`src/rtl/shift_sequencer.sv`:
```
// rtl/shift_sequencer.sv - multi-pass sequencer driving a 2-bit-amount barrel shifter
module shift_sequencer #(
    parameter int WIDTH = 4,
    parameter int AMT_W = 4,
    parameter int CNT_W = 3
) (
    input  logic             clk,
    input  logic             rst,
    input  logic             in_valid,
    output logic             in_ready,
    input  logic [WIDTH-1:0] in_data,
    input  logic [AMT_W-1:0] in_amount,
    input  logic             in_rotate,
    output logic [WIDTH-1:0] bs_datos,
    output logic [1:0]       bs_shift,
    output logic             bs_operation,
    input  logic [WIDTH-1:0] bs_salida,
    output logic             out_valid,
    input  logic             out_ready,
    output logic [WIDTH-1:0] out_data,
    output logic [CNT_W-1:0] out_passes,
    output logic             busy
);

    typedef enum logic [1:0] {
        IDLE = 2'd0,
        STEP = 2'd1,
        DONE = 2'd2
    } state_t;

    state_t           r_state;
    state_t           w_next;
    logic [WIDTH-1:0] r_work;
    logic [AMT_W-1:0] r_rem;
    logic             r_op;
    logic [CNT_W-1:0] r_passes;

    logic [1:0]       w_chunk;
    logic [AMT_W-1:0] w_rem_next;
    logic             w_accept;

    // The shifter moves at most 3 positions per pass; the last pass takes the remainder.
    assign w_chunk    = (r_rem > AMT_W'(3)) ? 2'd3 : r_rem[1:0];
    assign w_rem_next = r_rem - {{(AMT_W-2){1'b0}}, w_chunk};
    assign w_accept   = (r_state == IDLE) && in_valid;

    assign bs_datos     = r_work;
    assign bs_operation = r_op;

    // State register; reset abandons any command in flight.
    always_ff @(posedge clk or posedge rst) begin
        if (rst) begin
            r_state <= IDLE;
        end else begin
            r_state <= w_next;
        end
    end

    // Datapath: latch the command, then fold one shifter pass into work per STEP cycle.
    always_ff @(posedge clk or posedge rst) begin
        if (rst) begin
            r_work   <= '0;
            r_rem    <= '0;
            r_op     <= 1'b0;
            r_passes <= '0;
        end else begin
            case (r_state)
                IDLE: begin
                    if (w_accept) begin
                        r_work   <= in_data;
                        r_rem    <= in_amount;
                        r_op     <= in_rotate;
                        r_passes <= '0;
                    end
                end
                STEP: begin
                    r_work   <= bs_salida;
                    r_rem    <= w_rem_next;
                    r_passes <= r_passes + CNT_W'(1);
                end
                default: begin
                end
            endcase
        end
    end

    // Next-state and handshake outputs; result outputs are zero outside DONE.
    always_comb begin
        w_next     = r_state;
        in_ready   = 1'b0;
        out_valid  = 1'b0;
        out_data   = '0;
        out_passes = '0;
        busy       = 1'b0;
        bs_shift   = 2'd0;
        case (r_state)
            IDLE: begin
                in_ready = 1'b1;
                if (w_accept) begin
                    w_next = (in_amount == '0) ? DONE : STEP;
                end
            end
            STEP: begin
                busy     = 1'b1;
                bs_shift = w_chunk;
                if (w_rem_next == '0) begin
                    w_next = DONE;
                end
            end
            DONE: begin
                busy       = 1'b1;
                out_valid  = 1'b1;
                out_data   = r_work;
                out_passes = r_passes;
                if (out_ready) begin
                    w_next = IDLE;
                end
            end
            default: begin
                w_next = IDLE;
            end
        endcase
    end

endmodule
```
`config.mk`:
```
export PLATFORM = sky130hd
export DESIGN_NAME = shift_sequencer
export DESIGN_NICKNAME = d
export VERILOG_FILES = /design/src/rtl/shift_sequencer.sv
export SDC_FILE = /design/constraint.sdc
export NUM_CORES = 1
export LEC_CHECK = 0
export BUFFER_PORTS_ARGS = -buffer_cell sky130_fd_sc_hd__buf_4
export CORE_MARGIN = 2
export CORE_UTILIZATION = 47
export CTS_CLUSTER_SIZE = 24
export DETAILED_ROUTE_END_ITERATION = 6
export PLACE_DENSITY = 0.85
export SLEW_MARGIN = 25
export SYNTH_ARGS = -nofsm -noshare
export SYNTH_HDL_FRONTEND = slang
export SYNTH_SLANG_ARGS = --single-unit
export TNS_END_PERCENT = 50
```
`constraint.sdc`:
```
create_clock -name clk -period 2.1 [get_ports clk]
set_input_delay 0.315 -clock clk [delete_from_list [all_inputs] [get_ports clk]]
set_output_delay 0.315 -clock clk [all_outputs]
set_load 0.1 [all_outputs]
```
# == Word-level counts from Yosys, hierarchy flattened ==
# Index checks and enable logic that the tools add are counted.
# op_classes
addsub,2
multipliers,0
n_div,0
magnitude_cmp,1
eq_ne,5
n_shift,0
mux,18
bitwise_logic,0
reduce_logical,9
# op_table
op,count
case mux 4 bit (2 select lines),2
2-to-1 mux 2 bit,6
2-to-1 mux 4 bit,3
zero test 4 bit,2
2-to-1 mux 3 bit,2
"!= test 2 bit, second input constant",3
case mux 2 bit (3 select lines),1
case mux 3 bit (2 select lines),1
"> comparator 4 x 2 -> 1 bit, second input constant",1
AND reduction 2 bit,2
subtractor 4 x 2 -> 4 bit,1
"adder 3 x 1 -> 3 bit, second input constant",1
2-to-1 mux 1 bit,3
AND reduction 3 bit,1
"equality test 2 x 1 -> 1 bit, second input constant",1
"equality test 2 bit, second input constant",1
zero test 2 bit,1
nonzero test 2 bit,1
OR reduction 2 bit,1
logical AND 1 bit,1
# word_totals
register_bits,14
latch_bits,0
ram_bits,0
romBits,0
inputBits,17
n_memories,0

# == Longest topological paths before layout ==
# logic_depth
ltp_word,6
ltp_mapped,8
depth_no_buf,7

# == Worst setup path before layout ==
# Ideal clock, no wire load.
# synth_path
path_kind,reg-to-output
startpoint,register r_state[0]
endpoint,output out_data[3]
arrival_ns,2.200
t_required_ns,1.785
path_slack_ns,-0.415
path_stages_with_launch,4
n_path_buf,0
path_cell_list,dfrtp_1 inv_1 ha_1 and2_1
# synth_via
elab_chain_cells,2
# synth_rtl
element,line,rtl
from (decl),31,state_t r_state;
from (signal assigned),55,r_state <= w_next;
equality test 2 bit,96,case (r_state)
2-to-1 mux 4 bit,96,
to (decl),20,"output logic [WIDTH-1:0] out_data,"
# Every way passes these cells.

# == Final worst setup path ==
# layout_path
startpoint,register r_rem[3]
endpoint,register r_state[0]
# layout_via
elab_chain_cells,6
# layout_rtl
element,line,rtl
from (decl),34,logic [AMT_W-1:0] r_rem;
from (signal assigned),71,r_rem <= in_amount;
from (signal assigned),78,r_rem <= w_rem_next;
> comparator 4 x 2 -> 1 bit,43,assign w_chunk = (r_rem > AMT_W'(3)) ? 2'd3 : r_rem[1:0];
2-to-1 mux 2 bit,43,
subtractor 4 x 2 -> 4 bit (*),44,"assign w_rem_next = r_rem - {{(AMT_W-2){1'b0}}, w_chunk};"
zero test 4 bit (*),106,if (w_rem_next == '0) begin
!= test 2 bit (no line) (*),n/a,
AND reduction 3 bit (no line) (*),n/a,
# Every way passes the cells marked *; elsewhere a longest branch is shown, timed or not.
# A chain may end at the register's enable or synchronous reset.

==> key figures <==
Yosys
  • Ranking of synthesized cells by area: dfrtp_1, ha_1, mux2i_1
  • Async SR Flop Fraction: 100%
  • Distinct cells, synth: 31
  • Yosys reg bits: 14
  • Post-synth EDFFs: 0
  • Largest family of logic cells by synthesized area: simple AND/OR/NAND/NOR gates
  • Sequential area share after synthesis: between 40 and 50%
  • Area leader, netlist: dfrtp_1
  • Post-Synthesis Net Count: 114
  • Cell Area, Synth: around 870 um^2
  • Synth Area in Compound Gates: 15.1%
  • Syn avg cell area: 9.48 um^2
  • Post-Synth Adder-Cell Area: 7.17%
  • Yosys Warn Count: 0
  • Commonest cells in the netlist: dfrtp_1, nand2_1, o21ai_0, and2_1
  • XOR/XNOR Fraction of Synth Area: 0%
  • Mux share of post-synthesis cell area: 10.3%
  • Simple-gate portion of the synthesized area: 22.5%
  • Top FF cell, synth: dfrtp_1
  • Synth Instances: 92
  • Synth top area share: 40.2%
  • Top-count cell post-synth: dfrtp_1

Die
  • Die width: 47.1 um
  • Die area: about 2200 um^2
  • Row cnt: 15
  • Die height: 47.1 um
  • Io pins: 34
  • Initial Utilization: 50.5%
  • Core ar.: 1730 um^2

Layout
  • Fin nets: 152
  • Ant. Diodes: 0
  • Final Core Density: 68.5%
  • Area delta synth->final: 35.6%
  • Fraction of layout cells with a size suffix above 1: around 43%
  • Final non-filler cell total: 153

Global route
  • First-pass GRT wire length: 3.17 mm
  • GR Util All Layers: approximately 20%
  • Number of global-route vias before repair: 744
  • Global route overflow: 0
  • Initial antenna violation count: 0
  • Largest net degree at the start of global routing: 16

Run
  • Max_cap viols: 0

STA
  • Worst Setup Slack, final: between 100 and 150 ps
  • Tcrit/Tclk final: approximately 95%
  • Final min period: 2000 ps
  • Final Max Tran Viols: 0
  • Setup_tns: 0 ps
  • Clock Skew: 2.59 ps
  • Worst slew pin tran: 543 ps
  • RSZ-0062 raised after global routing: no
  • # setup viols final: 0
  • Fin. Hold Viols: 0
  • Max Clock Freq: ~0.50 GHz
  • Slew HR: a little under two thirds

Worst setup path
  • Delay-heaviest family, CP: simple AND/OR/NAND/NOR gates
  • Worst setup EP type: flip-flop
  • Worst setup SP type: flip-flop
  • Slowest cell on crit path: dfrtp_2
  • CP Cell Sequence: nor2_2 -> or2_2 -> ha_1 -> nor3b_2 -> o21ai_1 -> a31oi_2 -> mux2_4
  • Worst path buffer plus inverter count: 0
  • Crit Path Category: reg -> reg
  • Arrival @ worst endpoint: 2160 ps
  • Slowest Stage Delay on Critical Path: 420 ps
  • CP required: 2260 ps
  • CP max FO: 5

Route
  • Routed length per instance: 13.1 um
  • Antenna viol nets, final: 0
  • DRC viols: 0
  • Vias/cell: 5.19
  • Total wire length: around 2.0 mm
  • First-pass DRT Iterations: 4
  • Starting DRC count in detailed routing: 12
  • DR vias: 794

CTS
  • Sink Count: 14
  • CTS H-tree lvls: 1
  • CTS max path bufs: 2
  • # Post-CTS Setup Buffers: 0
  • Skew-Pair Late Insertion Delay: roughly 270 ps
  • Clk slew on worst S/H paths: 80 ps
  • CTS root buffer: clkbuf_4
  • TritonCTS clock tree: done
  • CTS buffer count: 3
  • Hold buffers post-CTS: 0

Status
  • Status: completed

Placement
  • Detailed Place HPWL: 1.58 mm
  • Dpl ws: 75.0 ps
  • DP Cell Count: 150
  • Port bufs: 33
  • Placer Congestion: roughly 0.76

Hold path
  • Worst hold path class: in -> async
-- what timing repair did --
item                       in CTS  in global routing
setup endpoints to repair       0                  1
resized for setup               0                  2
hold endpoints to repair        0                  0
-- final timing paths --
path	startpoint	cells past startpoint	slack (ps)	endpoint
setup / recovery	r_rem[3]$_DFFE_PP0P_	7	100	r_state[0]$_DFFE_PP0P_
hold reg to reg	bs_datos[2]$_DFFE_PP0P_	2	510	bs_datos[2]$_DFFE_PP0P_
max in group asynchronous	rst	2	1630	r_rem[3]$_DFFE_PP0P_
min in group clk	in_rotate	2	270	bs_operation$_DFFE_PP0P_
setup reg to reg	r_rem[3]$_DFFE_PP0P_	7	100	r_state[0]$_DFFE_PP0P_
hold / removal	rst	2	80	r_state[0]$_DFFE_PP0P_
-- final cells by class --
type,count,area [um^2]
Fill cell,144,544
Sequential cell,14,352
Multi-Input combinational cell,71,492
Inverter,4,15.0
Timing Repair Buffer,36,270
Clock buffer,3,22.5
Tap cell,25,31.3
-- kinds of logic after synthesis --
group | count (synthesis)
simple gates | 38
flops | 14
fa+ha+maj | 5
buf+inv | 7
compound gates | 20
mux | 8
-- metal layers --
layer  GRT usage [%]  part of all wire [%]  vias to the layer above
met2            33.2                    53                       22
met5               0                     0                        -
met3            4.23                   5.2                        4
li1                -                     -                      393
met1            25.3                    41                      375
met4            11.1                  0.95                        0
-- registers in the layout, summed over array words and instances, names as in the netlist --
register	cells
r_rem	4
r_state	2
r_passes	3
bs_datos	4
bs_operation	1
-- cells in the final DEF (no fill, tap or decap), drive strengths merged, types with 2 or more instances in the layout --
| cell | n |
|---|---|
| o21ai | 9 |
| inv | 4 |
| nor3 | 4 |
| clkbuf | 3 |
| ha | 5 |
| mux2i | 6 |
| mux2 | 2 |
| and2 | 7 |
| nand2 | 13 |
| nor2 | 4 |
| nor3b | 2 |
| or2 | 2 |
| nand2b | 2 |
| a21oi | 3 |
| buf | 36 |
| a22o | 2 |
| dfrtp | 14 |
-- metrics by stage --
| step | instance area, um^2 | hold slack, ps |
|---|---|---|
| 2_1_floorplan | 881 | 204 |
| 3_3_place_gp | 1160 | 397 |
| 3_5_place_dp | 1160 | 397 |
| 4_1_cts | 1180 | 100 |
| 5_1_grt | 1180 | 130 |
| 6_report | 1180 | 83.0 |
Power is left out: the tool's default activity adds up to more than one toggle a clock period on the data nets, which glitch-free logic cannot reach.
